File: src/rtl/awg_pkg.sv
// Shared types and constants for the serial command receive path.
package awg_pkg;

  // Receiver FSM states
  typedef enum logic [1:0] {
    ST_IDLE  = 2'd0,
    ST_START = 2'd1,
    ST_DATA  = 2'd2,
    ST_STOP  = 2'd3
  } rx_state_e;

  // ASCII digit bounds, for the downstream command decoder
  localparam logic [7:0] ASCII_0 = 8'h30;
  localparam logic [7:0] ASCII_9 = 8'h39;

endpackage : awg_pkg

File: src/rtl/bit_sync.sv
// Two-flop synchronizer for a single asynchronous input bit.
module bit_sync #(
  parameter logic RESET_VAL = 1'b1
) (
  input  logic clk,
  input  logic rst_n,
  input  logic d,
  output logic q
);

  logic meta_q;
  logic sync_q;

  // Two-stage capture; both stages come out of reset at RESET_VAL
  always_ff @(posedge clk or negedge rst_n) begin
    if (!rst_n) begin
      meta_q <= RESET_VAL;
      sync_q <= RESET_VAL;
    end else begin
      meta_q <= d;
      sync_q <= meta_q;
    end
  end

  assign q = sync_q;

endmodule : bit_sync

File: src/rtl/uart_rx.sv
// 8N1 UART receiver: start-bit qualification at mid-bit, LSB-first data,
// stop-bit check, with one-cycle rd / frame_err strobes.
// CLK_HZ / BAUD must come to at least 4 clocks per bit.
module uart_rx
  import awg_pkg::*;
#(
  parameter int CLK_HZ = 50000000,
  parameter int BAUD   = 115200
) (
  input  logic       clk,
  input  logic       rst_n,
  input  logic       rx,
  output logic [7:0] cmd,
  output logic       rd,
  output logic       frame_err
);

  localparam int CLKS_PER_BIT = CLK_HZ / BAUD;
  localparam int CNT_W        = $clog2(CLKS_PER_BIT);

  // Terminal counts: one full bit period and half a bit period
  localparam logic [CNT_W-1:0] FULL_LAST = CNT_W'(CLKS_PER_BIT - 1);
  localparam logic [CNT_W-1:0] HALF_LAST = CNT_W'(CLKS_PER_BIT / 2 - 1);

  logic rx_s;

  rx_state_e        state_q,     state_d;
  logic [CNT_W-1:0] clk_cnt_q,   clk_cnt_d;
  logic [2:0]       bit_cnt_q,   bit_cnt_d;
  logic [7:0]       shift_q,     shift_d;
  logic [7:0]       cmd_q,       cmd_d;
  logic             rd_q,        rd_d;
  logic             frame_err_q, frame_err_d;
  // armed_q drops after a bad stop bit so a held-low line (break) cannot
  // retrigger; it re-arms once the line is seen high again in IDLE.
  logic             armed_q,     armed_d;

  bit_sync #(
    .RESET_VAL(1'b1)
  ) u_rx_sync (
    .clk  (clk),
    .rst_n(rst_n),
    .d    (rx),
    .q    (rx_s)
  );

  // Next-state logic for the receive FSM, counters, data and strobes
  always_comb begin
    state_d     = state_q;
    clk_cnt_d   = clk_cnt_q;
    bit_cnt_d   = bit_cnt_q;
    shift_d     = shift_q;
    cmd_d       = cmd_q;
    armed_d     = armed_q;
    rd_d        = 1'b0;
    frame_err_d = 1'b0;

    case (state_q)
      ST_IDLE: begin
        clk_cnt_d = '0;
        bit_cnt_d = '0;
        if (rx_s) begin
          armed_d = 1'b1;
        end else if (armed_q) begin
          state_d = ST_START;
        end
      end

      ST_START: begin
        if (clk_cnt_q == HALF_LAST) begin
          clk_cnt_d = '0;
          bit_cnt_d = '0;
          // Line back high by mid start bit means it was a glitch
          state_d   = rx_s ? ST_IDLE : ST_DATA;
        end else begin
          clk_cnt_d = clk_cnt_q + 1'b1;
        end
      end

      ST_DATA: begin
        if (clk_cnt_q == FULL_LAST) begin
          clk_cnt_d          = '0;
          shift_d[bit_cnt_q] = rx_s;
          if (bit_cnt_q == 3'd7) begin
            state_d = ST_STOP;
          end else begin
            bit_cnt_d = bit_cnt_q + 3'd1;
          end
        end else begin
          clk_cnt_d = clk_cnt_q + 1'b1;
        end
      end

      ST_STOP: begin
        if (clk_cnt_q == FULL_LAST) begin
          // Leaving at mid stop bit keeps back-to-back frames aligned
          clk_cnt_d = '0;
          state_d   = ST_IDLE;
          if (rx_s) begin
            cmd_d = shift_q;
            rd_d  = 1'b1;
          end else begin
            frame_err_d = 1'b1;
            armed_d     = 1'b0;
          end
        end else begin
          clk_cnt_d = clk_cnt_q + 1'b1;
        end
      end

      default: begin
        state_d = ST_IDLE;
      end
    endcase
  end

  // Register all FSM state and outputs
  always_ff @(posedge clk or negedge rst_n) begin
    if (!rst_n) begin
      state_q     <= ST_IDLE;
      clk_cnt_q   <= '0;
      bit_cnt_q   <= '0;
      shift_q     <= '0;
      cmd_q       <= 8'h00;
      rd_q        <= 1'b0;
      frame_err_q <= 1'b0;
      armed_q     <= 1'b1;
    end else begin
      state_q     <= state_d;
      clk_cnt_q   <= clk_cnt_d;
      bit_cnt_q   <= bit_cnt_d;
      shift_q     <= shift_d;
      cmd_q       <= cmd_d;
      rd_q        <= rd_d;
      frame_err_q <= frame_err_d;
      armed_q     <= armed_d;
    end
  end

  assign cmd       = cmd_q;
  assign rd        = rd_q;
  assign frame_err = frame_err_q;

endmodule : uart_rx
File: config.mk
export PLATFORM = sky130hd
export DESIGN_NAME = uart_rx
export DESIGN_NICKNAME = d
export VERILOG_FILES = /design/src/rtl/awg_pkg.sv /design/src/rtl/bit_sync.sv /design/src/rtl/uart_rx.sv
export SDC_FILE = /design/constraint.sdc
export NUM_CORES = 1
export LEC_CHECK = 0
export ABC_AREA = 1
export CORE_ASPECT_RATIO = 0.6
export CORE_UTILIZATION = 61
export DETAILED_ROUTE_END_ITERATION = 6
export PLACE_DENSITY_LB_ADDON = 0.1
export SYNTH_ARGS = -nofsm -noshare
export SYNTH_HDL_FRONTEND = slang
export SYNTH_SLANG_ARGS = --single-unit
File: constraint.sdc
create_clock -name clk -period 3.5 [get_ports clk]
set_input_delay 0.875 -clock clk [delete_from_list [all_inputs] [get_ports clk]]
set_output_delay 0.875 -clock clk [all_outputs]
set_load 0.02 [all_outputs]
==> run_results.csv, run 1 <==
group,metric,value,unit
status,status,"complete, no violations",
clock_tree,post-cts-setup-buffer-count,0,
timing,worstMarginPinSlew,0.429,ns
cells_and_area,drive_gt1_share,14.5,%
grt,antenna_found_initial,0,
timing,rsz0062_at_grt,"no",
route,drt_wl_total,3080,um
route,drt-pass1-iter-count,4,
route,drt_iter0_drc,96,
synthesis,synth-seq-area-share,53.3,%
synthesis,yosysWarningCount,0,
place,place_congestion,0.831,
clock_tree,hold_buffers,0,
clock_tree,tritoncts,"built",
pwr,pwr_density_cell,524,nW/um^2
critical_path,timing.rr.start,"clk_cnt_q[0]",
critical_path,critPathArrivalTime,1.24,ns
timing,final_hold_viol_count,0,
timing,slew_headroom,71.4,%
floorplanning,fp-row-count,14,
critical_path,cp_cell_sequence,"clkdlybuf4s50_1",
synthesis,syn_area,1650,um^2
clock_tree,cts_sinks,35,
floorplanning,dieHeight,42.3,um
critical_path,critPathLaunchType,"flip-flop",
synthesis,synthDistinctLibCells,24,
cells_and_area,final_cell_mix,"65 x nand2_1, 32 x dfrtp_1, 18 x nor2_1, 15 x inv_1",
grt,grt_pass1_wl,5420,um
clock_tree,clock_tree.root_cell,"clkbuf_8",
grt,grt_pass1_vias,1184,
critical_path,crit_slowest_cell,"clkdlybuf4s50_1",
grt,grtUsageTotal,25.3,%
timing,setup_viol,0,
clock_tree,clk_latency,0.29,ns
critical_path,slowest_delay,0.61,ns
clock_tree,htree_levels,2,
critical_path,critPathLaunch,"cmd[6]",
timing,whs,0.355,ns
synthesis,synthesis.instances,194,
timing,post-route-period-util,60.4,%
critical_path,crit_buf_inv,1,
grt,grt_max_degree,36,
critical_path,critPathTopFamily,"buffers and inverters",
timing,fin_tns_setup,0,ns
clock_tree,cts_buffer_depth,2,
synthesis,syn_avg_cell_area,8.51,um^2
cells_and_area,antennaDiodeCount,0,
pwr,ir_worst_vdd,0.356,mV
route,vias,1316,
place,dp_hpwl,2330,um
clock_tree,postCtsResizedCells,0,
grt,gr-total-overflow,0,
worst_hold_path,min_path_type,"flip-flop to flip-flop",
critical_path,cp.required,2.62,ns
timing,period_needed,2.11,ns
critical_path,crit_type,"flip-flop to output port",
timing,max_freq,473,MHz
place,portBuffers,12,
route,wire_per_inst,12.5,um
floorplanning,die_area,2920,um^2
floorplanning,die_w,69.2,um
pwr,leakage,0.000978,uW
floorplanning,core-area,2540,um^2
synthesis,syn-num-nets,202,
synthesis,ys_ff_latch,35,
floorplanning,ioPinCount,13,
cells_and_area,syn_to_final_growth,15.8,%
critical_path,cp_max_fo,2,
timing,skew,0.00635,ns
worst_hold_path,hp-start,"u_rx_sync.meta_q",
cells_and_area,fin_nets,221,
run,drv_cap,0,
floorplanning,start_util,65.0,%
cells_and_area,final_common_cell,"nand2_1",
route,remaining_drc_errors,0,
timing,slew_violations,0,
clock_tree,clkTransAtPathRegs,0.06,ns
critical_path,cp-end-kind,"output port",
clock_tree,cts_buffers,5,
route,drtAntennaViolNets,0,
route,viasPerCell,5.35,
[path summary, 6_finish.rpt]
kind,to,slack [ns],depth (start not counted)
max,cmd[6],1.39,1
min,u_rx_sync.q,0.36,0
max reg2reg,cmd[2],1.95,9
min reg2reg,u_rx_sync.q,0.36,0
max in group asynchronous,u_rx_sync.q,2.16,2
min in group asynchronous,cmd[3],0.98,2
[per-stage QoR]
step / instances / area (um^2) / worst slack [ns] / total power, uW / util [%]
after global routing: 246 / 1910 / 1.33 / 1070 / 75.2
after detailed placement: 238 / 1810 / 1.68 / 693 / 71.3
after global placement: 238 / 1810 / 1.70 / 679 / 71.3
final: 246 / 1910 / 1.39 / 1000 / 75.2
after floorplan: 194 / 1650 / 2.18 / 643 / -
after CTS: 246 / 1910 / 1.37 / 1000 / 75.2
[layer usage]
metal	global-route usage, %	part of all wire (%)	up-vias
met3	7.93	7.3	7
li1	-	-	641
met2	37.1	44	48
met4	11.0	1.6	0
met1	35.1	47	620
met5	0	0	-
[state kept, by name (all words and copies together), names as in the netlist, named ones only]
name / flops
u_rx_sync.q: 1
shift_q: 8
state_q: 1
armed_q: 1
cmd: 8
clk_cnt_q: 9
frame_err: 1
u_rx_sync.meta_q: 1
bit_cnt_q: 3
rd: 1
[layout make-up]
type                            count  area, um^2
Fill cell                         181         629
Clock buffer                        8         100
Multi-Input combinational cell    135         676
Sequential cell                    35         880
Inverter                           23        87.6
Tap cell                           32        40.0
Timing Repair Buffer               13         128
[cells by family after synthesis]
group / count (synthesis) / share of synthesized area [%]
fa+ha+maj: 5 / 3.79
xor+xnor: 2 / 1.06
flops: 35 / 53.3
compound gates: 17 / 5.16
buf+inv: 24 / 5.76
simple gates: 111 / 30.9
[synthesized netlist by cell type]
master / number / area share, %
nor2_8: 1 / 1.2
nor2_2: 3 / 1.1
dfrtp_1: 32 / 49
ha_1: 5 / 3.8
nand3_1: 12 / 3.6
buf_4: 1 / 0.46
nor2_1: 18 / 4.1
inv_2: 7 / 1.6
dfstp_2: 3 / 4.8
nor3_1: 2 / 0.61
nand3b_1: 1 / 0.46
nand2_1: 65 / 15
o21ai_0: 4 / 1.2
xor2_1: 1 / 0.53
a21oi_1: 3 / 0.91
o21ai_1: 10 / 3.0
nand4_1: 1 / 0.38
nor2_4: 2 / 1.4
clkinv_2: 1 / 0.30
xnor2_1: 1 / 0.53
nor3b_2: 1 / 0.76
nand2_4: 2 / 1.4
nand2_2: 3 / 1.1
inv_1: 15 / 3.4
[power breakdown]
group	total (uW)	switching (uW)	internal, uW
Sequential	472	40.2	432
Clock	313	134	179
Combinational	216	147	68.5
Note: power is estimated with default switching activity, not from simulation.
==> run 2: changes to the inputs <==
--- a/config.mk
+++ b/config.mk
@@ -7,7 +7,7 @@
 export LEC_CHECK = 0
 export ABC_AREA = 1
 export CORE_ASPECT_RATIO = 0.6
-export CORE_UTILIZATION = 61
+export CORE_UTILIZATION = 51
 export DETAILED_ROUTE_END_ITERATION = 6
 export PLACE_DENSITY_LB_ADDON = 0.1
 export SYNTH_ARGS = -nofsm -noshare
==> constraint.sdc (replaced) <==
create_clock -name clk -period 1.9 [get_ports clk]
set_input_delay 0.475 -clock clk [delete_from_list [all_inputs] [get_ports clk]]
set_output_delay 0.475 -clock clk [all_outputs]
set_load 0.02 [all_outputs]
==> run_results.csv, run 2 (synthesized netlist as in run 1, its figures left out) <==
group,metric,value,unit
place,place_congestion,0.819,
grt,grt_pass1_wl,5370,um
pwr,ir_worst_vdd,0.498,mV
clock_tree,hold_buffers,0,
pwr,total_power,1780,uW
clock_tree,clock_tree.root_cell,"clkbuf_8",
route,drt_wl_total,3180,um
floorplanning,die_area,3480,um^2
timing,max_freq,561,MHz
timing,setup_viol,0,
timing,skew,0.00231,ns
grt,antenna_found_initial,0,
route,vias,1249,
cells_and_area,final_cell_mix,"65 x nand2_1, 32 x dfrtp_1, 18 x nor2_1, 15 x inv_1",
critical_path,critPathArrivalTime,1.31,ns
timing,fin_tns_setup,0,ns
route,drt_iter0_drc,103,
clock_tree,post-cts-setup-buffer-count,0,
critical_path,cp.required,1.42,ns
pwr,pwr_density_cell,934,nW/um^2
grt,grt_max_degree,36,
timing,post-route-period-util,93.8,%
route,wire_per_inst,12.4,um
clock_tree,cts_buffer_depth,2,
clock_tree,clkTransAtPathRegs,0.07,ns
timing,rsz0062_at_grt,"no",
pwr,leakage,0.000969,uW
place,portBuffers,12,
critical_path,crit_type,"flip-flop to output port",
cells_and_area,fillers,260,
route,drtAntennaViolNets,0,
cells_and_area,syn_to_final_growth,15.4,%
timing,worstMarginPinSlew,0.433,ns
cells_and_area,multi_input_area,676,um^2
critical_path,cp_num_cells,1,
critical_path,slowest_delay,0.62,ns
timing,period_needed,1.78,ns
route,drt-pass1-iter-count,4,
cells_and_area,drive_gt1_share,14.0,%
critical_path,cp_cell_sequence,"clkdlybuf4s50_1",
grt,gr-total-overflow,0,
cells_and_area,largest_reg_flops,9,
cells_and_area,largest_register,"clk_cnt_q",
clock_tree,clk_latency,0.28,ns
critical_path,cp_max_fo,2,
critical_path,r2r_cells,9,
floorplanning,core-area,2970,um^2
floorplanning,die_w,75.4,um
worst_hold_path,min_path_type,"flip-flop to flip-flop",
clock_tree,cts_buffers,5,
floorplanning,start_util,55.7,%
timing,slew_violations,0,
critical_path,critPathLaunchType,"flip-flop",
critical_path,cp-end-kind,"output port",
grt,grtUsageTotal,22.2,%
critical_path,critPathTopFamily,"buffers and inverters",
status,status,"complete, no violations",
floorplanning,dieHeight,46.1,um
worst_hold_path,holdPathStages,0,
route,remaining_drc_errors,0,
clock_tree,htree_levels,2,
critical_path,crit_buf_inv,1,
floorplanning,fp-row-count,15,
clock_tree,cts_sinks,35,
cells_and_area,fin_nets,221,
clock_tree,tritoncts,"built",
grt,grt_pass1_vias,1162,
floorplanning,ioPinCount,13,
clock_tree,postCtsResizedCells,0,
place,dp_hpwl,2410,um
critical_path,crit_slowest_cell,"clkdlybuf4s50_1",
cells_and_area,final_common_cell,"nand2_1",
route,viasPerCell,4.88,
run,drv_cap,0,
timing,slew_headroom,71.2,%
cells_and_area,antennaDiodeCount,0,
cells_and_area,ff_latch_area,880,um^2
timing,final_hold_viol_count,0,
run 2: cell count changes in the layout (fill, tap and decap cells not counted):
cell and change:
clkbuf_1 +1, clkbuf_8 -2, clkinv_2 +1
run 2: stage by stage:
stage	util [%]	hold WS [ns]	cell area (um^2)	cells	worst slack [ns]
after floorplan	-	0.179	1650	194	0.580
after global placement	61.5	0.348	1820	248	0.459
after detailed placement	61.5	0.355	1820	248	0.401
after CTS	64.2	0.367	1900	256	0.124
after global routing	64.2	0.367	1900	256	0.0970
final	64.2	0.364	1900	256	0.118
run 2: report_power, final:
part | total (uW) | internal (uW) | switching (uW)
combinational | 401 | 125 | 276
clock | 508 | 257 | 251
sequential | 870 | 795 | 75.1
run 2: area by class of cell:
cell class,instances,share of cell area (%)
Sequential cell,35,46.2
Clock buffer,7,4.01
Timing Repair Buffer,13,6.70
Tap cell,42,2.76
Inverter,23,4.60
Clock inverter,1,0.263
Multi-Input combinational cell,135,35.5
run 2: path summary, 6_finish.rpt:
path / endpoint / slack [ns] / from
min in group asynchronous: clk_cnt_q[3] / 0.59 / rst_n
max: cmd[6] / 0.12 / cmd[6]
max reg2reg: shift_q[3] / 0.39 / clk_cnt_q[1]
min reg2reg: u_rx_sync.q / 0.36 / u_rx_sync.meta_q
max in group asynchronous: armed_q / 0.96 / rst_n
min: u_rx_sync.q / 0.36 / u_rx_sync.meta_q
run 2: metal layers:
layer / routed length, um / track usage, %
met4: 27 / 7.04
met1: 1680 / 34.3
met2: 1280 / 29.3
met5: 0 / 0
met3: 184 / 6.78
